$ cat config.mk
export PLATFORM = sky130hd
export DESIGN_NAME = clk_div_multi
export DESIGN_NICKNAME = d
export VERILOG_FILES = /design/src/rtl/clk_div_pkg.sv /design/src/rtl/clk_div_ch.sv /design/src/rtl/clk_div_multi.sv
export SDC_FILE = /design/constraint.sdc
export NUM_CORES = 1
export LEC_CHECK = 0
export BUFFER_PORTS_ARGS = -buffer_cell sky130_fd_sc_hd__buf_2
export CELL_PAD_IN_SITES_DETAIL_PLACEMENT = 0
export CELL_PAD_IN_SITES_GLOBAL_PLACEMENT = 2
export CORE_ASPECT_RATIO = 1.1
export CORE_MARGIN = 2
export CORE_UTILIZATION = 41
export CTS_CLUSTER_SIZE = 30
export DETAILED_ROUTE_END_ITERATION = 12
export GPL_TIMING_DRIVEN = 1
export PLACE_DENSITY = 0.93
export SETUP_SLACK_MARGIN = 0.3
export SKIP_LAST_GASP = 1
export SLEW_MARGIN = 20
export SYNTH_ARGS = -nofsm -noshare
export SYNTH_HDL_FRONTEND = slang
export SYNTH_SLANG_ARGS = --single-unit
$ cat constraint.sdc
create_clock -name i_ref_clk -period 7.9 [get_ports i_ref_clk]
set_clock_uncertainty 0.05 [all_clocks]
set_input_delay 0.395 -clock i_ref_clk [delete_from_list [all_inputs] [get_ports i_ref_clk]]
set_output_delay 0.395 -clock i_ref_clk [all_outputs]
set_load 0.05 [all_outputs]
$ cat src/rtl/clk_div_pkg.sv
// rtl/clk_div_pkg.sv - shared types and helpers for the multi-channel reference-clock divider
package clk_div_pkg;

  localparam int RATIO_WD_DEF = 8;

  typedef enum logic {
    PH_LOW  = 1'b0,
    PH_HIGH = 1'b1
  } phase_e;

  // Cycles spent in the requested half-period; an odd ratio gives low the extra cycle.
  function automatic logic [31:0] half_len(input logic [31:0] r, input phase_e ph);
    logic [31:0] hi;
    hi = r >> 1;
    return (ph == PH_LOW) ? (r - hi) : hi;
  endfunction

endpackage

$ cat src/rtl/clk_div_ch.sv
// rtl/clk_div_ch.sv - one divider channel: low/high phase machine with boundary-only ratio updates
module clk_div_ch
  import clk_div_pkg::*;
#(
  parameter int RATIO_WD = RATIO_WD_DEF
) (
  input  logic                i_ref_clk,
  input  logic                i_rst_n,
  input  logic                clk_en,
  input  logic [RATIO_WD-1:0] div_ratio,
  output logic                div_clk,
  output logic                tick,
  output logic                ratio_pend
);

  logic [RATIO_WD-1:0] act_ratio;
  logic [RATIO_WD-1:0] act_ratio_nxt;
  logic [RATIO_WD-1:0] cnt;
  logic [RATIO_WD-1:0] cnt_nxt;
  logic [RATIO_WD-1:0] len_m1;
  phase_e              phase;
  phase_e              phase_nxt;
  logic                div_reg;
  logic                div_nxt;
  logic                tick_reg;
  logic                tick_nxt;
  logic                div_mode;

  assign div_mode = clk_en && (act_ratio >= RATIO_WD'(2));
  assign len_m1   = RATIO_WD'(half_len(32'(act_ratio), phase) - 32'd1);

  always_ff @(posedge i_ref_clk or negedge i_rst_n) begin
    if (!i_rst_n) begin
      act_ratio <= '0;
      cnt       <= '0;
      phase     <= PH_LOW;
      div_reg   <= 1'b0;
      tick_reg  <= 1'b0;
    end else begin
      act_ratio <= act_ratio_nxt;
      cnt       <= cnt_nxt;
      phase     <= phase_nxt;
      div_reg   <= div_nxt;
      tick_reg  <= tick_nxt;
    end
  end

  always_comb begin
    act_ratio_nxt = act_ratio;
    cnt_nxt       = cnt;
    phase_nxt     = phase;
    div_nxt       = div_reg;
    tick_nxt      = 1'b0;
    if (!div_mode) begin
      // Bypass keeps the next divide period aligned to a fresh LOW start.
      act_ratio_nxt = div_ratio;
      cnt_nxt       = '0;
      phase_nxt     = PH_LOW;
      div_nxt       = 1'b0;
    end else if (cnt != len_m1) begin
      cnt_nxt = cnt + RATIO_WD'(1);
    end else begin
      cnt_nxt = '0;
      case (phase)
        PH_LOW: begin
          phase_nxt = PH_HIGH;
          div_nxt   = 1'b1;
          tick_nxt  = 1'b1;
        end
        default: begin
          // End of high phase is the only point a new ratio may take over.
          phase_nxt     = PH_LOW;
          div_nxt       = 1'b0;
          act_ratio_nxt = div_ratio;
        end
      endcase
    end
  end

  assign div_clk    = div_mode ? div_reg : i_ref_clk;
  assign tick       = div_mode ? tick_reg : (clk_en & i_rst_n);
  assign ratio_pend = div_mode && (div_ratio != act_ratio);

endmodule

$ cat src/rtl/clk_div_multi.sv
// rtl/clk_div_multi.sv - NUM_CH independent divided clocks from one reference clock
module clk_div_multi
  import clk_div_pkg::*;
#(
  parameter int RATIO_WD = RATIO_WD_DEF,
  parameter int NUM_CH   = 2
) (
  input  logic                       i_ref_clk,
  input  logic                       i_rst_n,
  input  logic [NUM_CH-1:0]          i_clk_en,
  input  logic [NUM_CH*RATIO_WD-1:0] i_div_ratio,
  output logic [NUM_CH-1:0]          o_div_clk,
  output logic [NUM_CH-1:0]          o_tick,
  output logic [NUM_CH-1:0]          o_ratio_pend
);

  for (genvar k = 0; k < NUM_CH; k++) begin : g_ch
    clk_div_ch #(
      .RATIO_WD(RATIO_WD)
    ) u_ch (
      .i_ref_clk (i_ref_clk),
      .i_rst_n   (i_rst_n),
      .clk_en    (i_clk_en[k]),
      .div_ratio (i_div_ratio[k*RATIO_WD +: RATIO_WD]),
      .div_clk   (o_div_clk[k]),
      .tick      (o_tick[k]),
      .ratio_pend(o_ratio_pend[k])
    );
  end

endmodule
==> results of run 1 <==
critical path, stage by stage:
cell	delay, ns
clkbuf_8	0.12
clkbuf_8	0.12
nand2_1	0.04
o21ai_0	0.07
buf_2	0.22
placed cells by master (no fill, tap or decap), types with 3 or more instances in the layout:
cell type / instances
a21o_1: 3
or3_1: 4
xnor3_1: 3
nor2b_1: 7
nand3b_1: 3
mux2_2: 14
xor2_1: 31
nor3b_1: 3
buf_2: 25
a21oi_1: 10
nor2_1: 33
clkbuf_8: 9
nand2_1: 23
and3_1: 8
xnor2_1: 21
o31ai_1: 4
nand3_1: 11
nand2b_1: 8
dfrtp_1: 36
or2_2: 5
mux2i_1: 12
nor4_1: 6
nor3_1: 10
o21ai_0: 3
inv_1: 23
ha_1: 28
synthesized netlist by cell type (6+ instances only):
cell      count  area share (%)
a21oi_1      10             1.5
xor2_1       31             8.1
nand2_1      23             2.6
nand2b_1      8             1.5
mux2i_1      12             3.6
dfrtp_1      36              27
nor4_1        6             1.1
and3_1        8             1.5
inv_1        23             2.6
xnor2_1      21             5.5
nand3_1      11             1.6
nor2_1       33             3.7
ha_1         28              10
nor2b_1       7             1.3
mux2_2       14             4.7
clkbuf_1      6            0.67
buf_4         6             1.3
nor3_1       10             1.5
worst max path at each step:
stage | start | end | slack [ns] | cells after the start
2_1_floorplan | i_ref_clk | o_div_clk[1] | 3.22 | 3
3_3_place_gp | i_ref_clk | o_div_clk[1] | 3.20 | 3
3_5_place_dp | i_ref_clk | o_div_clk[1] | 3.20 | 3
4_1_cts | i_ref_clk | o_div_clk[1] | 2.92 | 5
5_1_grt | i_ref_clk | o_div_clk[1] | 2.85 | 5
6_report | i_ref_clk | o_div_clk[1] | 2.93 | 5
cell type report:
type | instances | share of cell area, %
Timing Repair Buffer | 24 | 3.32
Sequential cell | 36 | 24.4
Tap cell | 108 | 3.66
Clock buffer | 11 | 3.62
Inverter | 23 | 2.34
Multi-Input combinational cell | 294 | 62.2
Clock inverter | 3 | 0.508
power by group:
group          internal [mW]  switching [mW]
sequential             0.201          0.0315
combinational          0.195           0.237
clock                  0.112           0.113
total                  0.508           0.381
cells by family (layout without fill, tap and decap cells):
family	count (synthesis)	count (layout)
flops	36	36
compound gates	48	48
mux	28	28
simple gates	133	133
xor+xnor	55	55
fa+ha+maj	30	30
buf+inv	36	61
layer usage:
| metal | vias up | share of wire, % |
|---|---|---|
| li1 | 1325 | - |
| met1 | 1287 | 44 |
| met2 | 26 | 53 |
| met3 | 9 | 1.7 |
| met4 | 0 | 1.6 |
| met5 | - | 0 |
==> metrics.txt, run 1 <==
WL final approximately 7.4 mm; worst path required time 7.46 ns; CP Capture Type output pin; run status finished with violations; r2r endpoint g_ch[0].u_ch.act_ratio[1]; initial core utilization a little over two fifths; sequential cell area fraction in the yosys report 26.8%; num rows 34; multiplexer share of the synthesized area under 10%; fin. max-slew vios 0; Compound-Gate Fraction of Synth Area 11.4%; Die Area 8930 sq um; Slew HR around a third; VDD IR max 0.0901 mV; Netlist Area Pre-Place between 3000 and 4000 sq um; CTS tree done; worst hold path type input port to asynchronous set/reset pin; Adder-Cell Fraction of Synth Area a little under an eighth; setup slack after layout between 2 and 3 ns; worst-skew pair later-pin latency 0.39 ns; Finished Core Util between 40% and 50%; vias post-DR around 2.6k; hold_ws -0.00408 ns; post-cts hold buffer count 0; Worst Path Max Fanout 2; Setup Crit Path Kind clock port to output pin; worst r2r src g_ch[0].u_ch.act_ratio[2]; FF-to-FF path depth 11; Area Growth Syn to Fin 10.1%; maxcap violations 0; syn_area_per_cell a little over 9 sq um; synth unique cells 59; post_cts resized 0; io pins 26; met3 usage between 4 and 5%; Top Usage Layer GRT met2; Setup WS pre-CTS about 3.2 ns; width of the die 90.3 microns; post-route design area 3690 sq um; WL/cell 14.8 microns; post-synthesis xor/xnor area fraction about 16%; failing checks negative hold slack; placed inst area 3550 sq um; antenna violations before repair 0; GR met2 Demand/Resource between 30% and 40%; drt first pass iters 4; Inserted Diodes 0; P per Cell Area 240 nW/um^2; I/O Buffers 25; Initial DRC Count 46; remaining antenna violation count after routing 0; largest net degree at the start of global routing 39; yosys warns 0; GR Util met1 about a fifth; Cells after DPL ~500; share of layout cells above drive strength 1 between 15 and 20%; Die H between 90 and 100 microns; Placer Congestion between 0.8 and 0.9; Main synth FF type dfrtp_1; PnR Total Power slightly below 0.9 mW; multi-input gate area in the final layout roughly 2300 sq um; fill count between 800 and 900; post-CTS setup buffers 0; register bit total from synthesis 36; final setup vio count 0; Worst EP arrival roughly 4.5 ns; Post-synth EDFFs 0; flip-flop and latch area roughly 900 sq um; vias per inst roughly 5.3; Total GRT Usage between 10% and 20%; reg2reg setup slack just over 4 ns; first-pass GRT wire length between 10 and 15 mm; Mapped Cells 366; largest family of logic cells by synthesized area simple AND/OR/NAND/NOR gates; remaining global-route overflow 0; drt drc 0; clock transition at the registers of the reported paths ~0.08 ns; crit start category clock port; Layout Cells excl Fill 499; Final #Nets 440; simple-gate share of the synthesized area 20.9%; number of global-route vias before repair 2715; Post-synth ARST share 100%; Core Area 7910 sq um; setup_tns 0 ns; RSZ-0062 raised after global routing false; syn_nets about 420; Final Hold Viols 6; largest registers g_ch.u_ch.act_ratio x16, g_ch.u_ch.cnt x16; LEAKAGE about 1.7 nW; Slew @ Worst Pin 0.975 ns; DP Wirelength around 5.8 mm
Power figures use the tool's default switching activity.
==> inputs of run 2 (changes only) <==
--- a/config.mk
+++ b/config.mk
@@ -10,11 +10,11 @@
 export CELL_PAD_IN_SITES_GLOBAL_PLACEMENT = 2
 export CORE_ASPECT_RATIO = 1.1
 export CORE_MARGIN = 2
-export CORE_UTILIZATION = 41
+export CORE_UTILIZATION = 35
 export CTS_CLUSTER_SIZE = 30
 export DETAILED_ROUTE_END_ITERATION = 12
 export GPL_TIMING_DRIVEN = 1
-export PLACE_DENSITY = 0.93
+export PLACE_DENSITY = 0.85
 export SETUP_SLACK_MARGIN = 0.3
 export SKIP_LAST_GASP = 1
 export SLEW_MARGIN = 20
==> constraint.sdc (replaced) <==
create_clock -name i_ref_clk -period 4.23 [get_ports i_ref_clk]
set_clock_uncertainty 0.05 [all_clocks]
set_input_delay 0.2115 -clock i_ref_clk [delete_from_list [all_inputs] [get_ports i_ref_clk]]
set_output_delay 0.2115 -clock i_ref_clk [all_outputs]
set_load 0.05 [all_outputs]
==> run 2 against run 1 <==
Against the previous run:
- count of clock-buffer cells in the layout is 1 higher
- via count is 0.19% higher
- power up 88%
- critical path depth is 7 higher
- worst hold slack improved by 0.029 ns
- global-route usage is 3.0 points lower
- the run now ends clean
- routed wire length shrank 0.16%
- critical path type is now register to register
==> metrics.txt, run 2 (same netlist as run 1, synthesis figures left out) <==
run status complete, no violations; cell family with most CP delay compound AO/OA/AOI/OAI gates; Die Area around 10000 sq um; number of global-route vias before repair 2677; crit path cell chain inv_1, ha_1, nor2b_1, a2111oi_0, buf_4, o21a_1, o311ai_2, nor3b_1, xnor2_1, nand2_1, o21ai_4, mux2_2; Comb pwr share between 50% and 60%; drt drc 0; fin. max-slew vios 0; Initial DRC Count 54; RSZ-0062 raised after global routing false; share of layout cells above drive strength 1 between 10% and 20%; crit start category register; worst-skew pair later-pin latency between 0.3 and 0.4 ns; vias post-DR between 2k and 3k; Worst Path Buf+Inv 2; Placer Congestion between 0.7 and 0.8; CTS tree done; Slowest-stage cell, CP dfrtp_1; Clk pwr share about a quarter; Cells after DPL approximately 500; Critical Path Max Stage Delay approximately 0.48 ns; Worst EP arrival 3.86 ns; Final Hold Viols 0; remaining global-route overflow 0; FF-to-FF path depth 12; P per Cell Area roughly 440 nW/um^2; Reg power frac between 20% and 30%; Setup Crit Path Kind register to register; LEAKAGE ~1.7 nW; sw power around 0.7 mW; VDD IR max between 0.2 and 0.25 mV; Core Area 9350 sq um; min Tclk post-route about 3.6 ns; r2r endpoint g_ch[1].u_ch.act_ratio[1]; Total GRT Usage between 10% and 20%; fmax approximately 280 MHz; Area Growth Syn to Fin 13.3%; Slew HR approximately half; vias per inst between 5 and 6; Worst Hold End g_ch[1].u_ch.act_ratio[2]; first-pass GRT wire length between 10 and 15 mm; final setup vio count 0; crit share post-route a little under nine tenths; Cell Int Power just under 1 mW; Layout Cells excl Fill around 500; remaining antenna violation count after routing 0; WL/cell 14.4 microns; width of the die 97.4 microns; num rows 37; Final #Nets roughly 450; antenna violations before repair 0; WL final about 7.4 mm; initial core utilization 35.9%; min-delay src i_div_ratio[10]; largest registers g_ch.u_ch.act_ratio x16, g_ch.u_ch.cnt x16; fill count around 950; Slew @ Worst Pin 0.769 ns; reg2reg setup slack 0.60 ns; Die H ~110 microns; worst path required time 4.46 ns; I/O Buffers 25; io pins 26; largest net degree at the start of global routing 25; drt first pass iters 4; DP Wirelength 5.84 mm; setup_tns 0 ns; worst hold path type input port to register; CP Capture Type register; Inserted Diodes 0; commonest non-fill, non-tap cell in the layout dfrtp_1; maxcap violations 0; hold path depth 2; hold_ws around 0.025 ns; clock transition at the registers of the reported paths around 0.080 ns; Worst Path Max Fanout 8; worst r2r src g_ch[1].u_ch.act_ratio[2]; most frequent cells in the layout 35 x dfrtp_1, 33 x nor2_1, 31 x xor2_1; sw frac 42.3%
run 2: worst register-to-register path: stages (launching register included):
cell and delay, ns:
dfrtp_1 0.48, inv_1 0.16, ha_1 0.37, nor2b_1 0.16, a2111oi_0 0.45, buf_4 0.19
o21a_1 0.20, o311ai_2 0.15, nor3b_1 0.26, xnor2_1 0.20, nand2_1 0.14, o21ai_4 0.33
mux2_2 0.38
run 2: final cells by class:
type                    instances  area, sq um  share of cell area, %
flip-flops and latches         36          902                   23.7
clock buffers                  12          138                   3.62
clock inverters                 1         5.00                  0.132
multi-input cells             294         2330                   61.4
repair buffers                 31          190                   5.00
well taps                     117          146                   3.85
inverters                      23         86.3                   2.27
run 2: worst max-delay path by stage:
stage / from / end / cells after the start
final: g_ch[1].u_ch.act_ratio[2] / g_ch[1].u_ch.act_ratio[1] / 12
after global routing: g_ch[1].u_ch.act_ratio[2] / g_ch[1].u_ch.act_ratio[1] / 12
after CTS: g_ch[1].u_ch.act_ratio[1] / g_ch[1].u_ch.act_ratio[1] / 12
after detailed placement: g_ch[1].u_ch.act_ratio[1] / g_ch[1].u_ch.act_ratio[3] / 12
after global placement: g_ch[1].u_ch.act_ratio[1] / g_ch[1].u_ch.act_ratio[3] / 12
after floorplan: g_ch[1].u_ch.act_ratio[1] / g_ch[1].u_ch.act_ratio[0] / 12
run 2: routing by layer:
metal  vias to the layer above  GRT usage (%)  wire [microns]
met3                         9           3.32             212
met1                      1268           17.3            3230
met2                        37           26.9            3830
met5                         -              0               0
li1                       1338              -               -
met4                         0           5.36             123
run 2: per-stage QoR:
stage | power (mW) | worst slack [ns] | util, % | cell area [sq um]
global route | 1.81 | 0.320 | 40.6 | 3800
detailed placement | 1.32 | 0.399 | 38.5 | 3600
finish | 1.67 | 0.597 | 40.6 | 3800
floorplan | 1.15 | 0.865 | - | 3360
global placement | 1.31 | 0.383 | 38.5 | 3600
CTS | 1.68 | 0.361 | 40.0 | 3740
run 2: power groups by stage:
stage	registers, mW	logic, mW	clock network [mW]
after floorplan	0.417	0.662	0.0749
after global placement	0.433	0.806	0.0667
after detailed placement	0.434	0.815	0.0667
after CTS	0.428	0.824	0.426
after global routing	0.435	0.935	0.444
final	0.427	0.839	0.407
run 2: what timing repair did:
action	in CTS	in global routing
endpoints found under the hold margin	21	0
resized for setup	0	7
hold buffers	1	0
setup endpoints to repair	0	26
setup buffers	0	1
==> inputs of run 3 (changes only) <==
--- a/config.mk
+++ b/config.mk
@@ -8,13 +8,14 @@
 export BUFFER_PORTS_ARGS = -buffer_cell sky130_fd_sc_hd__buf_2
 export CELL_PAD_IN_SITES_DETAIL_PLACEMENT = 0
 export CELL_PAD_IN_SITES_GLOBAL_PLACEMENT = 2
-export CORE_ASPECT_RATIO = 1.1
+export CORE_ASPECT_RATIO = 1.2
 export CORE_MARGIN = 2
 export CORE_UTILIZATION = 35
 export CTS_CLUSTER_SIZE = 30
 export DETAILED_ROUTE_END_ITERATION = 12
 export GPL_TIMING_DRIVEN = 1
 export PLACE_DENSITY = 0.85
+export RECOVER_POWER = 50
 export SETUP_SLACK_MARGIN = 0.3
 export SKIP_LAST_GASP = 1
 export SLEW_MARGIN = 20
==> run 3 against run 2 <==
Against the previous run:
- core utilization grew 1.2 points
- highest routed layer unchanged
- sequential share of layout area down 0.86 points
- critical endpoint is now g_ch[1].u_ch.act_ratio[6]
- routed wire length rose by 5.2%
- flip-flop and latch count is the same
==> metrics.txt, run 3 (same netlist as run 1, synthesis figures left out) <==
Slew HR around 5.4%; Slowest-stage cell, CP or4_1; num rows 39; crit path cell chain ha_1, inv_1, fa_1, xnor2_1, nor3b_1, nor3_1, or4_1, a211oi_1, nand3_1, o21ai_4, buf_12, mux2_2; r2r endpoint g_ch[1].u_ch.act_ratio[6]; vias post-DR between 2k and 3k; remaining antenna violation count after routing 0; WL/cell roughly 15 microns; worst-skew pair later-pin latency about 0.4 ns; share of layout cells above drive strength 1 17.0%; Initial DRC Count 50; drt drc 0; reg2reg setup slack about 0.56 ns; Worst Path Max Fanout 8; Reg power frac 21.6%; antenna violations before repair 0; crit share post-route slightly below 90%; Comb pwr share 42.9%; Worst EP arrival 3.89 ns; run status complete, no violations; CP startpoint g_ch[1].u_ch.act_ratio[1]; commonest non-fill, non-tap cell in the layout dfrtp_1; stages on the worst setup path 12; Area Growth Syn to Fin 17.5%; RSZ-0062 raised after global routing false; LEAKAGE 1.78 nW; Critical Path Sink g_ch[1].u_ch.act_ratio[6]; Inserted Diodes 0; CTS tree done; Final Hold Viols 0; Worst Path Buf+Inv 2; Top Usage Layer GRT met2; drt first pass iters 4; Cell Int Power approximately 1.2 mW; Total GRT Usage 16.0%; FF-to-FF path depth 12; largest registers g_ch.u_ch.act_ratio x16, g_ch.u_ch.cnt x16; CP Capture Type register; WL final about 7.8 mm; Placer Congestion just under 0.8; worst r2r src g_ch[1].u_ch.act_ratio[1]; final setup vio count 0; Die Area 10400 sq um; io pins 26; Slew @ Worst Pin 1.42 ns; met3 usage approximately 3.2%; remaining global-route overflow 0; crit start category register; PnR Total Power slightly below 2 mW; VDD IR max 0.199 mV; setup_tns 0 ns; cell family with most CP delay simple AND/OR/NAND/NOR gates; worst hold path type input port to register; sw power approximately 0.76 mW; first-pass GRT wire length between 10 and 15 mm; fill count around 940; vias per inst between 5 and 6; Setup Crit Path Kind register to register; largest net degree at the start of global routing 25; most frequent cells in the layout 35 x dfrtp_1, 33 x nor2_1, 31 x xor2_1; Core Area about 9400 sq um; fmax roughly 270 MHz; worst path required time about 4.5 ns; I/O Buffers 25; GR met2 Demand/Resource 26.6%; maxcap violations 0; Final #Nets around 450; min Tclk post-route 3.67 ns; DP Wirelength ~6.0 mm; clock transition at the registers of the reported paths approximately 0.06 ns; P per Cell Area 500 nW/um^2; initial core utilization a little over a third; number of global-route vias before repair roughly 2.7k; Critical Path Max Stage Delay 0.52 ns; Die H 111 microns; Clk pwr share roughly 36%; GR Util met1 between 10% and 20%; fin. max-slew vios 0; sw frac approximately 38%; width of the die 93.4 microns
==> run 3: cell types whose count changed in the layout (fill, tap and decap cells not counted), sizes merged <==
cell      delta
buf          -5
bufinv       +1
clkbuf       +6
clkinv       -1
clkinvlp     +1
inv          +1
==> run 3: stage by stage <==
step	utilization, %	area, sq um	setup slack, ns	std cells	hold slack, ns
floorplan	-	3360	0.865	366	-0.134
global placement	38.4	3620	0.464	508	0.189
detailed placement	38.4	3620	0.411	508	0.206
CTS	41.4	3900	0.320	521	0.0245
global route	41.9	3940	0.311	523	0.0281
finish	41.9	3940	0.562	523	0.0266
==> run 3: area by class of cell <==
class	instances	area (sq um)	share of cell area, %
multi-input cells	294	2320	58.7
inverters	23	86.3	2.19
clock buffers	11	235	5.96
flip-flops and latches	36	902	22.9
clock inverters	3	46.3	1.17
well taps	123	154	3.90
repair buffers	33	204	5.17
==> run 3: layer usage <==
metal  share of wire [%]  wire length, microns
met4                 2.3                   179
met3                 2.4                   185
met5                   0                     0
met2                  52                  4040
met1                  43                  3380
==> run 3: worst min-delay path by stage <==
stage          slack, ns           start                        end  cells past startpoint
6_report            0.03  i_div_ratio[9]  g_ch[1].u_ch.act_ratio[1]                      2
5_1_grt             0.03  i_div_ratio[0]  g_ch[0].u_ch.act_ratio[0]                      2
4_1_cts             0.02  i_div_ratio[9]  g_ch[1].u_ch.act_ratio[1]                      2
3_5_place_dp        0.21         i_rst_n  g_ch[0].u_ch.act_ratio[3]                      1
3_3_place_gp        0.19         i_rst_n  g_ch[0].u_ch.act_ratio[3]                      1
2_1_floorplan      -0.13         i_rst_n  g_ch[0].u_ch.act_ratio[0]                      0
==> run 3: timing repair <==
action	CTS	global route
endpoints found under the hold margin	21	0
resized for setup	0	4
buffers inserted	0	2
hold buffers	1	0
endpoints found under the setup margin	0	22
==> run 3: power by group through the flow <==
stage	clock [mW]	combinational (mW)	sequential, mW
after floorplan	0.0749	0.662	0.417
after global routing	0.738	0.945	0.433
after global placement	0.0667	0.817	0.431
final	0.700	0.845	0.426
after detailed placement	0.0667	0.828	0.432
after CTS	0.715	0.836	0.425
==> run 3: worst register-to-register path, stage by stage (launching register included) <==
cell and delay, ns:
dfrtp_2 0.45, ha_1 0.23, inv_1 0.08, fa_1 0.39, xnor2_1 0.18, nor3b_1 0.35
nor3_1 0.11, or4_1 0.52, a211oi_1 0.26, nand3_1 0.23, o21ai_4 0.22, buf_12 0.15
mux2_2 0.34
